[src/rtl/tabuleiro_pkg.sv]
// Shared colours, default board geometry, glyph size and the pixel category type
// used by the sudoku board renderer and its glyph lookup.
package tabuleiro_pkg;

  localparam int BLOCO_PAD    = 3;
  localparam int X_INICIO_PAD = 80;
  localparam int Y_INICIO_PAD = 0;
  localparam int ESCALA_PAD   = 4;
  localparam int CEL_PX_PAD   = 12;
  localparam int BLINK_PAD    = 30;

  // Seven-segment glyph box, centred inside the cell interior.
  localparam int GLIFO_W = 6;
  localparam int GLIFO_H = 9;

  localparam logic [11:0] COR_GROSSA = 12'h000;
  localparam logic [11:0] COR_FINA   = 12'h888;
  localparam logic [11:0] COR_FIXO   = 12'h000;
  localparam logic [11:0] COR_USER   = 12'h00F;
  localparam logic [11:0] COR_CURSOR = 12'hFF0;
  localparam logic [11:0] COR_FUNDO  = 12'h000;

  typedef enum logic [2:0] {
    CAT_FORA,
    CAT_GROSSA,
    CAT_FINA,
    CAT_GLIFO,
    CAT_CURSOR,
    CAT_VAZIO
  } cat_t;

  typedef struct packed {
    logic       grossa;
    logic       fina;
    logic [3:0] idx;
    logic [3:0] pos;
  } eixo_t;

  typedef struct packed {
    logic       dentro;
    logic       grossa;
    logic       fina;
    logic [3:0] lin;
    logic [3:0] col;
    logic [3:0] py;
    logic [3:0] px;
  } s1_t;

  function automatic logic [11:0] cor_de(input cat_t cat, input logic fixo_b);
    logic [11:0] cor;
    cor = COR_FUNDO;
    case (cat)
      CAT_GROSSA: cor = COR_GROSSA;
      CAT_FINA:   cor = COR_FINA;
      CAT_GLIFO:  cor = fixo_b ? COR_FIXO : COR_USER;
      CAT_CURSOR: cor = COR_CURSOR;
      default:    cor = COR_FUNDO;
    endcase
    return cor;
  endfunction

  function automatic logic ativo(input cat_t cat);
    return (cat == CAT_GROSSA) || (cat == CAT_FINA) ||
           (cat == CAT_GLIFO)  || (cat == CAT_CURSOR);
  endfunction

endpackage

[src/rtl/tabuleiro_grade_glifo_rom.sv]
// Seven-segment digit glyphs 1..9 addressed by in-cell row/col 1..CEL_PX.
// Purely combinational; any other digit value yields no pixel.
module glifo_rom
  import tabuleiro_pkg::*;
#(
  parameter int CEL_PX = CEL_PX_PAD
) (
  input  logic [3:0] digito_i,
  input  logic [3:0] lin_i,
  input  logic [3:0] col_i,
  output logic       pix_o
);

  localparam logic [3:0] C0 = 4'((CEL_PX - GLIFO_W) / 2 + 1);
  localparam logic [3:0] C1 = 4'((CEL_PX - GLIFO_W) / 2 + GLIFO_W);
  localparam logic [3:0] R0 = 4'((CEL_PX - GLIFO_H) / 2 + 1);
  localparam logic [3:0] R1 = 4'((CEL_PX - GLIFO_H) / 2 + GLIFO_H);
  localparam logic [3:0] RM = 4'(((CEL_PX - GLIFO_H) / 2 + 1 + (CEL_PX - GLIFO_H) / 2 + GLIFO_H) / 2);

  logic [6:0] seg;  // {a,b,c,d,e,f,g}
  logic       faixa_h, sup, inf;

  always_comb begin
    seg = 7'b0000000;
    case (digito_i)
      4'd1: seg = 7'b0110000;
      4'd2: seg = 7'b1101101;
      4'd3: seg = 7'b1111001;
      4'd4: seg = 7'b0110011;
      4'd5: seg = 7'b1011011;
      4'd6: seg = 7'b1011111;
      4'd7: seg = 7'b1110000;
      4'd8: seg = 7'b1111111;
      4'd9: seg = 7'b1111011;
      default: seg = 7'b0000000;
    endcase
  end

  assign faixa_h = (col_i >= C0) && (col_i <= C1);
  assign sup     = (lin_i >= R0) && (lin_i <= RM);
  assign inf     = (lin_i >= RM) && (lin_i <= R1);

  assign pix_o = (seg[6] && lin_i == R0 && faixa_h) |
                 (seg[5] && col_i == C1 && sup)     |
                 (seg[4] && col_i == C1 && inf)     |
                 (seg[3] && lin_i == R1 && faixa_h) |
                 (seg[2] && col_i == C0 && inf)     |
                 (seg[1] && col_i == C0 && sup)     |
                 (seg[0] && lin_i == RM && faixa_h);

endmodule

[src/rtl/tabuleiro_grade.sv]
// Sudoku board renderer: grid lines, digit glyphs and a blinking cursor cell.
// Two-stage pipeline, pixel in at cycle n gives colour at rising edge n+2.
module tabuleiro_grade
  import tabuleiro_pkg::*;
#(
  parameter int BLOCO        = BLOCO_PAD,
  parameter int X_INICIO     = X_INICIO_PAD,
  parameter int Y_INICIO     = Y_INICIO_PAD,
  parameter int ESCALA       = ESCALA_PAD,
  parameter int CEL_PX       = CEL_PX_PAD,
  parameter int BLINK_FRAMES = BLINK_PAD
) (
  input  logic                                    clk,
  input  logic                                    rst,
  input  logic                                    refr_tick,
  input  logic [9:0]                              x,
  input  logic [9:0]                              y,
  input  logic [0:4*BLOCO*BLOCO*BLOCO*BLOCO-1]    sudoku,
  input  logic [BLOCO*BLOCO*BLOCO*BLOCO-1:0]      fixo,
  input  logic [3:0]                              cursor_lin,
  input  logic [3:0]                              cursor_col,
  input  logic                                    cursor_en,
  output logic [11:0]                             output_rgb,
  output logic                                    tabuleiro_on
);

  localparam int N    = BLOCO * BLOCO;
  localparam int SH   = $clog2(ESCALA);
  localparam int P    = CEL_PX + 1;
  localparam int B    = BLOCO * P + 1;
  localparam int LADO = BLOCO * B * ESCALA;
  localparam int FW   = $clog2(N * N);
  localparam int CW   = (BLINK_FRAMES > 1) ? $clog2(BLINK_FRAMES) : 1;

  localparam logic [11:0]   XI      = 12'(X_INICIO);
  localparam logic [11:0]   XF      = 12'(X_INICIO + LADO);
  localparam logic [11:0]   YI      = 12'(Y_INICIO);
  localparam logic [11:0]   YF      = 12'(Y_INICIO + LADO);
  localparam logic [CW-1:0] CNT_MAX = CW'(BLINK_FRAMES - 1);

  // Splits one logical axis coordinate into line flags, cell index and in-cell position.
  function automatic eixo_t decod(input logic [11:0] l);
    int    li, r, sub, pos;
    eixo_t e;
    li       = int'(l);
    r        = li % B;
    sub      = r / P;
    pos      = r - sub * P;
    e.grossa = (r == 0) || (r == B - 1);
    e.fina   = !e.grossa && (pos == 0);
    e.idx    = 4'((li / B) * BLOCO + sub);
    e.pos    = 4'(pos);
    return e;
  endfunction

  // ---------------- Stage 1: geometry ----------------
  logic [11:0] xe, ye, dx, dy, lx, ly;
  logic        in_x, in_y;
  eixo_t       ex, ey;
  s1_t         s1_d, s1_q;

  assign xe   = {2'b00, x};
  assign ye   = {2'b00, y};
  assign dx   = xe - XI;
  assign dy   = ye - YI;
  assign lx   = dx >> SH;
  assign ly   = dy >> SH;
  assign in_x = (xe >= XI) && (xe < XF);
  assign in_y = (ye >= YI) && (ye < YF);
  assign ex   = decod(lx);
  assign ey   = decod(ly);

  always_comb begin
    s1_d        = '0;
    s1_d.dentro = in_x && in_y;
    s1_d.grossa = ex.grossa || ey.grossa;
    s1_d.fina   = ex.fina || ey.fina;
    s1_d.lin    = ey.idx;
    s1_d.col    = ex.idx;
    s1_d.py     = ey.pos;
    s1_d.px     = ex.pos;
  end

  always_ff @(posedge clk or posedge rst) begin
    if (rst) s1_q <= '0;
    else     s1_q <= s1_d;
  end

  // ---------------- Frame-rate state: blink and cursor shadows ----------------
  logic [CW-1:0] blink_cnt_q, blink_cnt_d;
  logic          blink_q, blink_d;
  logic [3:0]    cur_lin_q, cur_lin_d, cur_col_q, cur_col_d;
  logic          cur_en_q, cur_en_d;

  always_comb begin
    blink_cnt_d = blink_cnt_q;
    blink_d     = blink_q;
    cur_lin_d   = cur_lin_q;
    cur_col_d   = cur_col_q;
    cur_en_d    = cur_en_q;
    if (refr_tick) begin
      cur_lin_d = cursor_lin;
      cur_col_d = cursor_col;
      cur_en_d  = cursor_en;
      if (blink_cnt_q == CNT_MAX) begin
        blink_cnt_d = '0;
        blink_d     = ~blink_q;
      end else begin
        blink_cnt_d = blink_cnt_q + 1'b1;
      end
    end
  end

  always_ff @(posedge clk or posedge rst) begin
    if (rst) begin
      blink_cnt_q <= '0;
      blink_q     <= 1'b0;
      cur_lin_q   <= '0;
      cur_col_q   <= '0;
      cur_en_q    <= 1'b0;
    end else begin
      blink_cnt_q <= blink_cnt_d;
      blink_q     <= blink_d;
      cur_lin_q   <= cur_lin_d;
      cur_col_q   <= cur_col_d;
      cur_en_q    <= cur_en_d;
    end
  end

  // ---------------- Stage 2: cell content and colour ----------------
  logic [FW-1:0] cel;
  logic [FW+1:0] base;
  logic [3:0]    digito;
  logic          fixo_b, glifo_pix, glifo_hit, cursor_hit;
  cat_t          cat;

  assign cel  = FW'(int'(s1_q.lin) * N + int'(s1_q.col));
  assign base = {cel, 2'b00};

  always_comb begin
    digito = '0;
    fixo_b = 1'b0;
    if (cel < FW'(N * N)) begin
      digito = sudoku[base +: 4];
      fixo_b = fixo[cel];
    end
  end

  glifo_rom #(.CEL_PX(CEL_PX)) u_glifo (
    .digito_i (digito),
    .lin_i    (s1_q.py),
    .col_i    (s1_q.px),
    .pix_o    (glifo_pix)
  );

  assign glifo_hit  = glifo_pix && (digito >= 4'd1) && (digito <= 4'd9);
  assign cursor_hit = cur_en_q && blink_q &&
                      (cur_lin_q < 4'(N)) && (cur_col_q < 4'(N)) &&
                      (s1_q.lin == cur_lin_q) && (s1_q.col == cur_col_q);

  always_comb begin
    cat = CAT_VAZIO;
    if (!s1_q.dentro)    cat = CAT_FORA;
    else if (s1_q.grossa) cat = CAT_GROSSA;
    else if (s1_q.fina)   cat = CAT_FINA;
    else if (glifo_hit)   cat = CAT_GLIFO;
    else if (cursor_hit)  cat = CAT_CURSOR;
    else                  cat = CAT_VAZIO;
  end

  always_ff @(posedge clk or posedge rst) begin
    if (rst) begin
      output_rgb   <= 12'h000;
      tabuleiro_on <= 1'b0;
    end else begin
      output_rgb   <= cor_de(cat, fixo_b);
      tabuleiro_on <= ativo(cat);
    end
  end

endmodule

[config.mk]
export PLATFORM = sky130hd
export DESIGN_NAME = tabuleiro_grade
export DESIGN_NICKNAME = d
export VERILOG_FILES = /design/src/rtl/tabuleiro_pkg.sv /design/src/rtl/tabuleiro_grade_glifo_rom.sv /design/src/rtl/tabuleiro_grade.sv
export SDC_FILE = /design/constraint.sdc
export NUM_CORES = 1
export LEC_CHECK = 0
export ABC_AREA = 1
export BUFFER_PORTS_ARGS = -buffer_cell sky130_fd_sc_hd__buf_2
export CAP_MARGIN = 20
export CORE_UTILIZATION = 45
export DETAILED_ROUTE_END_ITERATION = 16
export GPL_TIMING_DRIVEN = 0
export PLACE_DENSITY_LB_ADDON = 0.1
export SLEW_MARGIN = 5
export SYNTH_ARGS = -nofsm -noshare
export SYNTH_HDL_FRONTEND = slang
export SYNTH_SLANG_ARGS = --single-unit
[constraint.sdc]
create_clock -name clk -period 8.2 [get_ports clk]
set_input_delay 1.64 -clock clk [delete_from_list [all_inputs] [get_ports clk]]
set_output_delay 1.64 -clock clk [all_outputs]
set_load 0.01 [all_outputs]
== Word level (Yosys, flattened, before mapping) ==
Memories as Yosys holds them, arrays and structs flattened.
Index checks and enable logic that the tools add are counted.
Storage, ports and cells
  flip-flop bits (word level): 47
  memories: 1
  logic and storage cells: 127
  input port bits: 437
  output and inout port bits: 13
  memory bits (read-only): 112
Cells by class
  $add $sub $neg: 7
  mux-type cells: 12
  bitwise logic cells: 8
  shifts and indexed selects: 1
  reductions and logical operators: 43
  equality and inequality tests: 14
  order comparisons: 16
  $mul: 5
  divide/modulo/power cells: 6
Memory list
  (name not given): words 16, bits a word 7, read ports 1, clocked after Yosys merged registers in 0, write ports 0, RTL line tabuleiro_grade_glifo_rom.sv:25  | case (digito_i)
Operators with widths (number)
  324-bit by 10-bit variable part select with 325-bit output: 1
  32-bit zero test: 4
  32-bit by 5-bit divider with 32-bit output (second input constant): 2
  32-bit by 7-bit == test with 1-bit output (second input constant): 2
  32-bit by 3-bit multiplier with 4-bit output (second input constant): 2
  32-bit by 5-bit multiplier with 32-bit output (second input constant): 2
  32-bit subtractor: 2
  12-bit case mux with 3 select lines: 1
  11-bit by 7-bit divider with 32-bit output (second input constant): 1
  9-bit by 7-bit divider with 32-bit output (second input constant): 1
  11-bit by 7-bit remainder unit with 32-bit output (second input constant): 1
  9-bit by 7-bit remainder unit with 32-bit output (second input constant): 1
  1-bit logical AND: 29
  4-bit less-or-equal comparator (second input constant): 3
  3-bit 2-to-1 mux: 4
  10-bit by 7-bit subtractor with 11-bit output (second input constant): 1
  10-bit by 1-bit greater-or-equal comparator with 1-bit output (second input constant): 1
  10-bit by 7-bit greater-or-equal comparator with 1-bit output (second input constant): 1
  10-bit < comparator (second input constant): 1
  10-bit by 9-bit < comparator with 1-bit output (second input constant): 1
  9-bit NOT with 10-bit output: 1
  4-bit adder: 2
  4-bit by 3-bit == test with 1-bit output (second input constant): 2
  4-bit == test: 2
  25 further kinds: 44

== Longest topological paths before layout ==
An unclocked memory read counts as a cell.
  depth after elaboration: 24
  depth in mapped cells: 78
  gate-level depth less buffers: 78

== By module ==
From an unflattened synthesis, not the netlist that was laid out.
Unflattened totals
  cells, all modules: 2209
  area, all modules: 15298.4 µm²
By module, submodules not included
  tabuleiro_grade: seq. area each 975.9 µm², area each 14975.6 µm², cells an instance 2146, instances 1
  glifo_rom: seq. area each 0.0 µm², area each 322.8 µm², cells an instance 63, instances 1

== Worst setup path before layout ==
OpenSTA, ideal clock, no wires.
  path kind: input -> register
  start point: in y[7]
  end point: reg s1_q[16] (netlist bit)
  arrival time: 10.120 ns
  path buffers: 0
  cell stages on the path: 73
  setup time: 0.118 ns
  setup slack: -2.038 ns
  required time: 8.082 ns
  cells stage by stage: inv_2 > nand2_4 > ha_1 > inv_1 > o21ai_1 > nand2_1 > nand3_4 > nand2_1 > nand2_2 > nand2_2 > nor2_4 > nand2_2 > nand2_2 > nand2_2 > nor2_1 > nand2_1 > nand3_2 > nand2_1 > [37 not listed] > nand2_1 > nand3_1 > nand2_1 > a21oi_1 > o21ai_0 > nand3_1 > nand2_1 > a21o_1 > a21oi_1 > o21ai_0 > nand3_1 > nand2_1 > a21oi_1 > or2_2 > nand4_1 > nor2_1 > nand4_1 > nand2_1
RTL lines
  start, declared: RTL line tabuleiro_grade.sv:17  | input logic [9:0] y,
  end signal, assigned: RTL line tabuleiro_grade.sv:85  | if (rst) s1_q <= '0;
  end signal, assigned: RTL line tabuleiro_grade.sv:86  | else s1_q <= s1_d;
  end, declared: RTL line tabuleiro_grade.sv:60  | s1_t s1_d, s1_q;

==> out/metrics.cfg <==
[cells_and_area]
syn_to_final_growth_pct = 31.3
fin_nets = 3594
final_cell_area_um2 = 19700
drive_above_1_share = 0.245
final_core_util = 0.602

[clocking]
cts_tree = built
hold_buffers = 0
cts.path.max_buffers = 2
h-tree-depth = 2
insertion_delay_ns = 0.29
clk_pin_slew_ns = 0.06
cts_buffers = 5
cts_sinks = 39
root_buffer = clkbuf_16

[timing]
hold_viol = 0
rsz0062_at_grt = true
fmax_ghz = 0.0988
slew_headroom = 0.302
setup_viol = 1
slew_viol_final = 0
finalWorstSetupSlack_ns = -1.92
finalCritPeriodShare = 1.23
worst_pin_slew_ns = 1.05
finClkSkew_ns = 0.00558
min_period_ns = 10.12

[hold_path]
hold_path_class = flop to flop
min_from = cur_en_q

[routing]
drt_iter0_drc = 1424
first_pass_iters = 8
postRouteWirelength_um = 68500
postRouteAntennaNets = 0
post_drt_wl_per_cell_um = 20.8
vias = 18200
remaining_drc_errors = 0
vias_per_cell = 5.51

[logic_synthesis]
yosys_warnings = 0
synth_top_area_share = 0.190
synth-seq-area-share = 0.0652
synth_common_cells = nand2_1 (471), inv_1 (285), ha_1 (227)
ys_ff_latch = 39
synth_flop_cell = dfrtp_1
synth.most_common_cell = nand2_1
synth_top_area_cell = ha_1
async_reset_ff_frac = 1.00
synth_edf_count = 0
ys_types = 60
syn_inst = 2147
netlist_top_cells_area = ha_1 (19%), fa_1 (15%), nand2_1 (12%), a21oi_1 (7.5%), inv_1 (7.2%)
avgSynthCellArea_um2 = 6.97
synth_area_um2 = 15000

[global_route]
grt_max_degree = 40
grt_use_total = 0.400
grt-ovfl-total = 0
grt_pass1_vias = 17400
grt_pass1_wl_um = 99400
antenna_found_initial = 43

[place]
dpl.hpwl_um = 56300
placement.cell_area_um2 = 18600
port_buffers = 446
post-place-ws_ns = -2.79
place.gp.congestion = 1.09

[status]
violations = negative setup slack
status = finished with violations

[die]
die_area_um2 = 34000
core-area_um2 = 32600
num_rows = 66
dieWidth_um = 184
die_h_um = 184
start_util = 0.459
io_pins = 450

[worst_setup_path]
crit_path_max_fanout = 7
critPathLaunchType = input pin
crit_slowest_cell = fa_1
critPathBufInv = 11
crit_family = simple AND/OR/NAND/NOR gates
arrival_ns = 10.29
r2r_start = s1_q[9]
cp-end-kind = flop
path_common_cell = nand2_4
critical_path_class = input pin to flop
critPathMaxStageDelay_ns = 0.54
required_ns = 8.37
startpoint = y[7]

[flow_run]
drv_cap = 0

-- worst reg2reg max path, delay by kind of cell (launching register included) --
family	cells	cell delay [ns]
fa+ha+maj	3	0.89
simple gates	10	0.79
buf+inv	6	2.47
flops	1	0.42
compound gates	9	1.97
-- per-layer routing --
| metal | share of wire | global-route usage | vias up |
|---|---|---|---|
| met2 | 0.45 | 0.632 | 938 |
| met3 | 0.090 | 0.105 | 292 |
| li1 | - | - | 8421 |
| met1 | 0.37 | 0.443 | 8510 |
| met4 | 0.092 | 0.355 | 6 |
| met5 | 0.00067 | 0 | - |
-- worst paths after layout --
| check | cells after the start | to | slack, ns |
|---|---|---|---|
| max | 72 | s1_q[16] | -1.92 |
| min | 2 | cur_en_q | 0.49 |
| max reg2reg | 28 | output_rgb[10] | 1.53 |
| min reg2reg | 2 | cur_en_q | 0.49 |
| max in group asynchronous | 2 | s1_q[4] | 6.16 |
| min in group asynchronous | 2 | output_rgb[7] | 1.52 |
-- final cells by class --
cell class | instances | area, µm²
well taps | 442 | 553
fillers | 3114 | 13000
clock inverters | 3 | 46.3
repair buffers | 504 | 2700
clock buffers | 5 | 125
inverters | 302 | 1160
plain buffers | 99 | 418
diodes | 38 | 95.1
flip-flops and latches | 39 | 976
multi-input cells | 1866 | 13600
-- flip-flops by register name, indices dropped and copies added, names as in the netlist --
register	count
blink_cnt_q	5
blink_q	1
cur_col_q	4
cur_en_q	1
cur_lin_q	4
output_rgb	4
s1_q	19
tabuleiro_on	1
-- repair_timing --
action,4_1_cts,5_1_grt
resized for setup,72,9
pin swaps,68,10
endpoints found under the setup margin,1,1
setup buffers,56,2
-- cell families after synthesis --
kind of cell	after synthesis	synth area share
fa+ha+maj	340	0.341
xor+xnor	83	0.0491
other cells	2	0.000502
buf+inv	401	0.104
compound gates	522	0.212
simple gates	756	0.226
flops	39	0.0652
mux	4	0.00268
-- layout by cell type (no fill, tap or decap), types with 39 or more instances in the layout --
cell and count:
a21oi_1 216, xor2_1 42, dfrtp_1 39, clkbuf_1 70, inv_1 278, nand3_1 47
o21ai_0 103, nand2_1 451, conb_1 161, nor2_1 100, fa_1 113, buf_2 445
ha_1 216, buf_4 65
-- per-stage QoR --
| step | TNS (ns) | cells | hold slack (ns) |
|---|---|---|---|
| global route | -2.59 | 3292 | 0.502 |
| finish | -1.92 | 3298 | 0.487 |
| CTS | -1.63 | 3258 | 0.483 |
| floorplan | -1.51 | 2306 | 0.442 |
| detailed placement | -2.79 | 3194 | 0.467 |
| global placement | -2.63 | 3194 | 0.464 |
Power is not shown: default switching activity piles up to over one toggle a cycle in this logic, so the estimate is an artifact.
